--- config.mk ---
export PLATFORM = sky130hd
export DESIGN_NAME = config_stream_loader
export DESIGN_NICKNAME = d
export VERILOG_FILES = /design/src/rtl/config_stream_loader.sv
export SDC_FILE = /design/constraint.sdc
export NUM_CORES = 1
export LEC_CHECK = 0
export CAP_MARGIN = 25
export CORE_MARGIN = 2
export CORE_UTILIZATION = 45
export CTS_BUF_LIST = sky130_fd_sc_hd__clkbuf_4
export CTS_CLUSTER_DIAMETER = 60
export DETAILED_ROUTE_END_ITERATION = 7
export PLACE_DENSITY = 0.65
export SYNTH_ARGS = -nofsm -noshare
export SYNTH_HDL_FRONTEND = slang
export SYNTH_SLANG_ARGS = --single-unit
--- constraint.sdc ---
create_clock -name clk -period 4.57 [get_ports clk]
set_input_delay 0.914 -clock clk [delete_from_list [all_inputs] [get_ports clk]]
set_output_delay 0.914 -clock clk [all_outputs]
set_load 0.03 [all_outputs]
--- src/rtl/config_stream_loader.sv ---
// config_stream_loader
// Upstream configuration master for the PE tile array. Assembles 8-byte
// records {config_addr[31:0], config_data[31:0]} (each word MSB first) from a
// byte stream and drives each record onto the shared config bus for exactly
// one clock. At all other times the bus shows IDLE_ADDR with zero data.
// A record whose address equals END_ADDR ends the load and is never issued.
//
// Handshake: a byte moves on a rising edge where in_valid && in_ready.
// in_ready is high only while collecting. The upstream holds in_valid and
// in_data stable until the byte is taken. restart takes priority over
// acceptance, so a byte offered during a restart edge is dropped.
//
// Ports:
//   clk            system clock, rising edge
//   reset          asynchronous reset, active low
//   restart        synchronous abort of the current load, starts a new one
//   in_data[7:0]   bitstream byte
//   in_valid       in_data is valid
//   in_ready       loader accepts a byte this cycle
//   config_addr    {type[31:16], tile_id[15:0]} to all tiles (registered)
//   config_data    configuration payload to all tiles (registered)
//   busy           record partially assembled, issuing, or in gap
//   done           terminator received (sticky until restart/reset)
//   record_count   records issued since reset/restart, saturating
//   fsm_state      current FSM state, for debug visibility
module config_stream_loader #(
  parameter logic [31:0] IDLE_ADDR  = 32'h0000_0000,
  parameter logic [31:0] END_ADDR   = 32'hFFFF_FFFF,
  parameter int unsigned GAP_CYCLES = 1
) (
  input  logic        clk,
  input  logic        reset,
  input  logic        restart,
  input  logic [7:0]  in_data,
  input  logic        in_valid,
  output logic        in_ready,
  output logic [31:0] config_addr,
  output logic [31:0] config_data,
  output logic        busy,
  output logic        done,
  output logic [15:0] record_count,
  output logic [1:0]  fsm_state
);

  typedef enum logic [1:0] {
    COLLECT = 2'd0,
    ISSUE   = 2'd1,
    GAP     = 2'd2,
    DONE    = 2'd3
  } state_t;

  // Gap counter preload; only used when GAP_CYCLES > 0.
  localparam logic [3:0] GAP_LOAD = 4'(GAP_CYCLES - 1);

  state_t      state, state_next;
  logic [2:0]  byte_idx;
  logic [31:0] addr_sr;
  logic [23:0] data_sr;
  logic [3:0]  gap_cnt;
  logic        accept;
  logic        last_byte;
  logic        is_end;

  assign accept    = in_valid && (state == COLLECT);
  assign last_byte = accept && (byte_idx == 3'd7);
  // By byte 7 the address shift register already holds all four address bytes.
  assign is_end    = (addr_sr == END_ADDR);

  assign in_ready  = (state == COLLECT);
  assign busy      = (state == ISSUE) || (state == GAP) ||
                     ((state == COLLECT) && (byte_idx != 3'd0));
  assign fsm_state = state;

  always_ff @(posedge clk or negedge reset) begin
    if (!reset) begin
      state <= COLLECT;
    end else begin
      state <= state_next;
    end
  end

  always_comb begin
    state_next = state;
    if (restart) begin
      state_next = COLLECT;
    end else begin
      case (state)
        COLLECT: if (last_byte) state_next = is_end ? DONE : ISSUE;
        ISSUE:   state_next = (GAP_CYCLES > 0) ? GAP : COLLECT;
        GAP:     if (gap_cnt == 4'd0) state_next = COLLECT;
        DONE:    state_next = DONE;
        default: state_next = COLLECT;
      endcase
    end
  end

  always_ff @(posedge clk or negedge reset) begin
    if (!reset) begin
      byte_idx     <= 3'd0;
      addr_sr      <= 32'd0;
      data_sr      <= 24'd0;
      gap_cnt      <= 4'd0;
      config_addr  <= IDLE_ADDR;
      config_data  <= 32'd0;
      done         <= 1'b0;
      record_count <= 16'd0;
    end else if (restart) begin
      byte_idx     <= 3'd0;
      gap_cnt      <= 4'd0;
      config_addr  <= IDLE_ADDR;
      config_data  <= 32'd0;
      done         <= 1'b0;
      record_count <= 16'd0;
    end else begin
      // The bus falls back to idle every cycle unless a record completes on
      // this edge, which makes each write last exactly one clock.
      config_addr <= IDLE_ADDR;
      config_data <= 32'd0;
      if (accept) begin
        byte_idx <= byte_idx + 3'd1;
        if (!byte_idx[2]) begin
          addr_sr <= {addr_sr[23:0], in_data};
        end else begin
          data_sr <= {data_sr[15:0], in_data};
        end
        if (last_byte) begin
          if (is_end) begin
            done <= 1'b1;
          end else begin
            config_addr <= addr_sr;
            config_data <= {data_sr, in_data};
            if (record_count != 16'hFFFF) begin
              record_count <= record_count + 16'd1;
            end
          end
        end
      end
      if (state == ISSUE) begin
        gap_cnt <= GAP_LOAD;
      end else if ((state == GAP) && (gap_cnt != 4'd0)) begin
        gap_cnt <= gap_cnt - 4'd1;
      end
    end
  end

endmodule
==> flow_metrics.tcl <==
set metrics [dict create \
    ant_nets 0 \
    crit_path_end_kind "output port" \
    avgSynthCellArea_um2 13.5 \
    start_util 0.465 \
    relSlewSlack 0.363 \
    synth_area_leader_cell "dfrtp_1" \
    core_um2 12700 \
    netlist_top_cells_area "dfrtp_1 62%, mux2_2 9.9%, and2_4 5.3%" \
    max_stage_delay_ps 660 \
    synthArstFlopShare 1.00 \
    fillerInstances 1099 \
    start_kind "register" \
    setup_tns_ps 0 \
    cts_buffer_depth 2 \
    grt_usage 0.164 \
    dr_total_vias 3618 \
    clkLatencyLatePin_ps 530 \
    hpwl_mm 7.27 \
    p_leak_nw 3.36 \
    ys_ff_latch 146 \
    cp.arrival_ps 2240 \
    crit_chain "inv_1 -> ha_1 -> a21o_1 -> clkdlybuf4s50_1" \
    clk_pin_slew_worst_paths_ps 130 \
    viasPerCell 5.00 \
    stdcell_area_um2 7390 \
    rows 41 \
    ys_warn_count 0 \
    cts_tree "yes" \
    htree_levels 4 \
    worstMarginPinSlew_ps 953 \
    grt_start_max_net_pins 89 \
    overflow 0 \
    fin_skew_ps 21.4 \
    drc 0 \
    grt_pass1_vias 3702 \
    maxSlewViolCount 0 \
    drt_pass1_iterations 4 \
    cts_buffers 17 \
    worstPathMaxFanout 7 \
    routed_wl_mm 10.9 \
    drive_gt1_frac 0.250 \
    antenna_found_initial 0 \
    hold_path_class "primary input to asynchronous set/reset pin" \
    fin_nets 561 \
    crit_family "buffers and inverters" \
    period_minus_slack_ps 3150 \
    cts_hold_buffers 0 \
    hold_violations 0 \
    synth_top_area_frac 0.617 \
    fin_cells 723 \
    synth_commonest_cells "146 x dfrtp_1, 52 x mux2_2, 36 x and2_4" \
    syn_nets 460 \
    crit_required_ps 3660 \
    wl_per_cell_um 15.0 \
    dpl.cell_count 690 \
    place_area_um2 7000 \
    worst_path_max_delay_cell "clkdlybuf4s50_1" \
    crit_buf_inv 2 \
    drtIter0Drc 228 \
    status "finished clean" \
    ir_drop_mv 0.365 \
    grt_pass1_wl_mm 18.2 \
    cap_viol_max_count 0 \
    synth_edf_count 0 \
    clock.fmax_mhz 317 \
    ys_seq_area_frac 0.617 \
    cts_root_buf "clkbuf_4" \
    clkSinkCount 146 \
    crit_type "register to output port" \
    rsz0062_at_grt "no" \
    die_w_um 119 \
    antenna_cells 0 \
    pwr_density_cell_nw_per_um2 415 \
    io_pins 97 \
    io_buffers 96 \
    syn_inst 437 \
    die-height_um 119 \
    design_power_total_w 0.00307 \
    ys.flop_type "dfrtp_1" \
    setup_viol 0 \
    whs_ps 401 \
    postCtsSetupBuffers 0 \
    cts_resized 0 \
    synthToLayoutAreaGrowth_pct 24.8 \
    dieArea_um2 14100 \
    finalCritPeriodShare 0.689 \
    netlist_area_um2 5920 \
    gp_congestion 0.834 \
    synthDistinctLibCells 46 \
    yosysMostFrequentCell "dfrtp_1" \
]
[placed cells by master (no fill, tap or decap), types with 7 or more instances in the layout]
cell,n
dfrtp_1,146
nand2_1,11
and2_4,36
clkdlybuf4s50_1,95
o31ai_1,7
nor3_1,7
and2_1,28
clkbuf_4,18
mux2_1,8
nand3_1,12
nand4_1,10
a21oi_1,17
or4_1,7
inv_1,12
ha_1,11
mux2_2,52
nor2_1,12
[state kept, by name (all words and copies together) (netlist names)]
name          cells
addr_sr          32
byte_idx          3
config_addr      32
config_data      32
data_sr          24
done              1
fsm_state         2
gap_cnt           4
record_count     16
[layer usage]
metal / vias to the layer above / global-route usage / share of wire
met5: - / 0 / 0
met4: 0 / 0.0647 / 0.016
met3: 12 / 0.0473 / 0.048
met2: 91 / 0.261 / 0.49
met1: 1799 / 0.211 / 0.45
li1: 1716 / - / -
[layout make-up]
class                   count  area, µm²  area share
flip-flops and latches    146       3650       0.494
repair buffers            102       1020       0.138
inverters                  12       45.0     0.00610
clock inverters            14        236      0.0320
clock buffers              18        135      0.0183
multi-input cells         259       2080       0.282
well taps                 172        215      0.0291
[through the flow]
step / util / setup WS, ps
after floorplan: - / 2210
after global routing: 0.581 / 1250
after CTS: 0.579 / 1360
after global placement: 0.550 / 1510
final: 0.581 / 1420
after detailed placement: 0.550 / 1480
[logic make-up (layout without fill, tap and decap cells)]
group,Yosys count,after routing,synth area share
buffers and inverters,32,146,0.0334
multiplexers,60,60,0.114
XOR/XNOR,4,4,0.00592
flip-flops,146,146,0.617
AND/OR/NAND/NOR,147,147,0.165
AO/OA/AOI/OAI,37,37,0.0410
adder cells (fa/ha/maj),11,11,0.0232
[report_power, final]
| group | internal (W) | switching, W |
|---|---|---|
| Sequential | 0.00146 | 0.000168 |
| Combinational | 0.000230 | 0.000208 |
| Clock | 0.000548 | 0.000451 |
| Total | 0.00224 | 0.000827 |
[worst paths after layout]
kind                                 startpoint               end  slack (ps)  cells past startpoint
worst min register to register      data_sr[23]   config_data[31]         500                      1
worst max register to register  record_count[0]  record_count[11]        2020                      6
min in group clk                    data_sr[23]   config_data[31]         500                      1
worst min-delay path                      reset        gap_cnt[0]         400                      1
worst max-delay path               fsm_state[1]              busy        1420                      4
max in group asynchronous                 reset   config_data[21]        3240                      2
Note: power is estimated with default switching activity, not from simulation.
